===== src/rtl/cordic_vector_unroll_var.sv =====
// Vectoring-mode CORDIC: atan2(y,x) and K-scaled magnitude of a Q1.20 vector,
// 16 micro-rotations, UNROLLS of them per enabled clock, start/done handshake.
module cordic_vector_unroll_var #(
    parameter int unsigned UNROLLS = 2
) (
    input  logic        clock,
    input  logic        aclr,
    input  logic        clk_en,
    input  logic        start,
    input  logic [31:0] dataa,
    input  logic [31:0] datab,
    output logic [31:0] result,
    output logic [31:0] result_mag,
    output logic        done
);

    localparam int unsigned OW    = 32;
    localparam int unsigned IW    = 21;
    localparam int unsigned DW    = 24;
    localparam int unsigned CW    = 5;
    localparam int unsigned NITER = 16;

    localparam logic signed [DW-1:0] PI = 24'sh3243F7;
    localparam logic signed [DW-1:0] ATAN [NITER] = '{
        24'sh0C90FE, 24'sh076B1A, 24'sh03EB6F, 24'sh01FD5C,
        24'sh00FFAB, 24'sh007FF5, 24'sh003FFF, 24'sh002000,
        24'sh001000, 24'sh000800, 24'sh000400, 24'sh000200,
        24'sh000100, 24'sh000080, 24'sh000040, 24'sh000020
    };

    typedef enum logic [1:0] {S_IDLE, S_RUN, S_DONE} state_t;

    state_t               r_state, w_state_nxt;
    logic signed [DW-1:0] r_x, r_y, r_z;
    logic signed [DW-1:0] w_x_nxt, w_y_nxt, w_z_nxt;
    logic [CW-1:0]        r_cnt, w_cnt_nxt;
    logic                 r_zero, w_zero_nxt;
    logic                 r_done, w_done_nxt;
    logic [OW-1:0]        r_result, w_result_nxt;
    logic [OW-1:0]        r_mag, w_mag_nxt;

    logic signed [DW-1:0] w_ax, w_ay;
    logic signed [DW-1:0] w_sx, w_sy, w_sz;
    logic signed [DW-1:0] w_dx, w_dy;
    logic [3:0]           w_idx;
    logic                 w_unused;

    assign w_ax     = {{(DW-IW){dataa[IW-1]}}, dataa[IW-1:0]};
    assign w_ay     = {{(DW-IW){datab[IW-1]}}, datab[IW-1:0]};
    assign w_unused = ^{dataa[OW-1:IW], datab[OW-1:IW]};

    // UNROLLS chained micro-rotations; every shift uses the pre-stage x and y
    always_comb begin : stage_chain
        w_sx  = r_x;
        w_sy  = r_y;
        w_sz  = r_z;
        w_idx = '0;
        w_dx  = '0;
        w_dy  = '0;
        for (int k = 0; k < int'(UNROLLS); k++) begin
            w_idx = r_cnt[3:0] + 4'(k);
            w_dx  = w_sy >>> w_idx;
            w_dy  = w_sx >>> w_idx;
            if (!w_sy[DW-1]) begin
                w_sx = w_sx + w_dx;
                w_sy = w_sy - w_dy;
                w_sz = w_sz + ATAN[w_idx];
            end else begin
                w_sx = w_sx - w_dx;
                w_sy = w_sy + w_dy;
                w_sz = w_sz - ATAN[w_idx];
            end
        end
    end

    always_comb begin : fsm_next
        w_state_nxt  = r_state;
        w_x_nxt      = r_x;
        w_y_nxt      = r_y;
        w_z_nxt      = r_z;
        w_cnt_nxt    = r_cnt;
        w_zero_nxt   = r_zero;
        w_done_nxt   = r_done;
        w_result_nxt = r_result;
        w_mag_nxt    = r_mag;
        if (start) begin
            // Left half-plane is folded onto the right by a +/-PI pre-rotation
            w_state_nxt = S_RUN;
            w_cnt_nxt   = '0;
            w_done_nxt  = 1'b0;
            w_zero_nxt  = (w_ax == '0) && (w_ay == '0);
            if (w_ax[DW-1]) begin
                w_x_nxt = -w_ax;
                w_y_nxt = -w_ay;
                w_z_nxt = w_ay[DW-1] ? -PI : PI;
            end else begin
                w_x_nxt = w_ax;
                w_y_nxt = w_ay;
                w_z_nxt = '0;
            end
        end else begin
            case (r_state)
                S_RUN: begin
                    w_x_nxt   = w_sx;
                    w_y_nxt   = w_sy;
                    w_z_nxt   = w_sz;
                    w_cnt_nxt = r_cnt + CW'(UNROLLS);
                    if (w_cnt_nxt == CW'(NITER)) begin
                        w_state_nxt  = S_DONE;
                        w_done_nxt   = 1'b1;
                        w_result_nxt = r_zero ? '0 : {{(OW-DW){w_sz[DW-1]}}, w_sz};
                        w_mag_nxt    = r_zero ? '0 : {{(OW-DW){1'b0}}, w_sx};
                    end
                end
                default: begin
                end
            endcase
        end
    end

    always_ff @(posedge clock) begin
        if (aclr) begin
            r_state  <= S_IDLE;
            r_x      <= '0;
            r_y      <= '0;
            r_z      <= '0;
            r_cnt    <= '0;
            r_zero   <= 1'b0;
            r_done   <= 1'b0;
            r_result <= '0;
            r_mag    <= '0;
        end else if (clk_en) begin
            r_state  <= w_state_nxt;
            r_x      <= w_x_nxt;
            r_y      <= w_y_nxt;
            r_z      <= w_z_nxt;
            r_cnt    <= w_cnt_nxt;
            r_zero   <= w_zero_nxt;
            r_done   <= w_done_nxt;
            r_result <= w_result_nxt;
            r_mag    <= w_mag_nxt;
        end
    end

    assign result     = r_result;
    assign result_mag = r_mag;
    assign done       = r_done;

endmodule


===== config.mk =====
export PLATFORM = sky130hd
export DESIGN_NAME = cordic_vector_unroll_var
export DESIGN_NICKNAME = d
export VERILOG_FILES = /design/src/rtl/cordic_vector_unroll_var.sv
export SDC_FILE = /design/constraint.sdc
export NUM_CORES = 1
export LEC_CHECK = 0
export CAP_MARGIN = 25
export CORE_MARGIN = 2
export CORE_UTILIZATION = 56
export DETAILED_ROUTE_END_ITERATION = 8
export HOLD_SLACK_MARGIN = 0.1
export PLACE_DENSITY = 0.79
export SLEW_MARGIN = 20
export SYNTH_ARGS = -nofsm -noshare
export SYNTH_HDL_FRONTEND = slang
export SYNTH_SLANG_ARGS = --single-unit

===== constraint.sdc =====
create_clock -name clock -period 10.3 [get_ports clock]
set_input_delay 2.06 -clock clock [delete_from_list [all_inputs] [get_ports clock]]
set_output_delay 2.06 -clock clock [all_outputs]
set_load 0.005 [all_outputs]

==> results.cfg <==
[outcome]
status = completed

[global_routing]
antenna_found_initial = 7
grt.overflow.total = 0
grt_usage_pct = 48.1
grt_pass1_vias = 22800
grt_max_degree = 83
grt_pass1_wl_um = 140000

[flow_run]
max_cap_viol_count = 0

[clock_network]
clkTransAtPathRegs_ns = 0.06
clk_path_buf_depth = 2
clock_latency_ns = 0.45
cts_sinks = 127
cts_tree = built
cts_root_buffer = clkbuf_16
htree_num_levels = 4
cts_inserted_buffers = 17

[critical_path]
crit_path_start_kind = flip-flop
cp-end-kind = flip-flop
cp.arrival_ns = 10.24
worstPathRequired_ns = 10.60
cp.depth = 39
cpPeakStageDelay_ns = 0.64
worstSetupPathType = flip-flop to flip-flop
critPathTopFamily = compound AO/OA/AOI/OAI gates
cp.buffers_inverters = 4
crit_path_frequent_cell = o21ai_0
worst-r2r-cell-count = 39
slowest_stage = mux4_2
worst-path-max-fanout = 16

[synthesis]
synth_top_cell_by_area = dfxtp_1
synthCells = 2827
ys_types = 110
synth.avg_cell_area_um2 = 7.22
yosys_warnings = 0
synth_edf_count = 0
netlist_area_um2 = 20400
ys_top_cells_by_area = dfxtp_1, ha_1, nor2_1
synthArstFlopShare_pct = 0
yosysSeqAreaShare_pct = 12.5
synthFlopType = dfxtp_1
yosys.area.top_type_share_pct = 12.5
synth_seq_cells = 127

[timing]
period_share_pct = 96.5
rsz0062_at_grt = false
setup_tns_ns = 0
fin_skew_ns = 0.0140
max_freq_mhz = 101
report.final.slew_viol_count = 0
fin_ws_ns = 0.358
worst_pin_slew_ns = 1.10
fin_hold_ws_ns = 0.460
finalCriticalPeriod_ns = 9.94
slew-limit-headroom_pct = 26.6
hold_viol_final = 0
setup_violations = 0

[drt]
drc = 0
dr.first_iter.drc_count = 3384
routedWlPerCell_um = 27.2
num_vias = 24500
drt_pass1_iterations = 8
avgViaCountPerCell = 7.07
drt-total-wl_um = 94300
postRouteAntennaNets = 0

[worst_hold_path]
hold_path.class = flip-flop to flip-flop
hold_path_depth = 2

[finish]
nets = 3224
fin_util_pct = 66.1
area_delta_synth_final_pct = 15.8
drive_gt1_share_pct = 13.0

[die]
die_y_um = 195
rows = 69
fp.coreArea_um2 = 35700
die_area_um2 = 38000
die_x_um = 195
start_util_pct = 57.1
ios = 133

[placed_design]
place_hpwl_um = 72800
post-place-ws_ns = 0.546
io_buffer_count = 102
place_congestion = 1.09
routing by layer:
layer	vias to the layer above	GRT usage, %	share of wire, %
li1	10800	-	-
met3	374	15.5	14
met5	-	0	0.17
met4	12	29.3	7.1
met2	1815	71.1	41
met1	11500	60.9	38
synthesized netlist by cell type (all sizes together), types with 29 or more instances:
cell and number:
a211oi 40, a21o 65, a21oi 243, a22oi 45
a31oi 44, and2 31, buf 76, clkbuf 111
dfxtp 127, ha 163, inv 87, mux2i 53
mux4 39, nand2 266, nand2b 41, nand3 64
nor2 327, nor2b 29, nor3 85, o211ai 52
o21ai 187, xnor2 126, xor2 88
flip-flops by register name, summed over array words and instances, names as in the netlist:
register,cells
r_cnt,4
r_state,2
r_x,24
r_y,24
r_z,24
r_zero,1
result,24
result_mag,24
kinds of logic (layout without fill, tap and decap cells):
group                    after synthesis  after routing  share of synthesized area, %
AND/OR/NAND/NOR                      983            983                          22.5
XOR/XNOR                             217            217                          9.64
adder cells (fa/ha/maj)              169            169                          10.6
other                                  1             10                        0.0184
AO/OA/AOI/OAI                        946            946                          31.0
buffers and inverters                274            440                          5.82
multiplexers                         110            110                          8.01
flip-flops                           127            127                          12.5
tightest hold or removal path: stages (launching register included):
cell and delay (ns):
dfxtp_1 0.31, nand2_1 0.05, a21oi_1 0.05
metrics by stage:
step                area (um^2)  std cells
finish                    23600       3463
global placement          22900       3421
detailed placement        22900       3422
CTS                       23500       3454
floorplan                 20500       2834
global route              23600       3461
layout by cell type, fill, tap and decap left out, drive strengths merged, types with 15 or more instances in the layout:
cell type / count
ha: 163
xnor2: 126
inv: 93
mux4: 39
a22oi: 45
and3: 25
nand2: 266
mux2: 18
clkbuf: 19
clkdlybuf4s50: 100
dfxtp: 127
nor2b: 29
o21ai: 187
nand4: 17
a21o: 65
o31ai: 25
xor2: 88
buf: 221
or2: 26
a221oi: 20
a211oi: 40
nand2b: 41
o21a: 23
nor3: 85
a21oi: 243
nor2: 327
mux2i: 53
or3: 22
a21boi: 21
and2: 31
o22ai: 15
o211ai: 52
nand3: 64
a31oi: 44
worst paths after layout:
| check | from | endpoint | slack, ns |
|---|---|---|---|
| setup / recovery | r_cnt[1] | r_x[22] | 0.36 |
| hold reg to reg | r_state[0] | r_state[0] | 0.46 |
| setup reg to reg | r_cnt[1] | r_x[22] | 0.36 |
| hold / removal | r_state[0] | r_state[0] | 0.46 |
layout make-up:
class / count / area [um^2]
fill: 3040 / 12100
inverter: 87 / 327
clock inverter: 13 / 151
clock buffer: 19 / 433
multi-input combinational: 2433 / 16800
antenna: 2 / 5.00
tap: 461 / 577
timing repair buffer: 321 / 2760
sequential: 127 / 2550
repair_timing:
item                       4_1_cts  5_1_grt
setup buffers                    0        7
hold endpoints to repair         0        0
hold buffers                     0        0
setup endpoints to repair        0       10
resized for setup                0       11
Power is left out: the tool's default activity adds up to more than one toggle a clock period on the data nets, which glitch-free logic cannot reach.
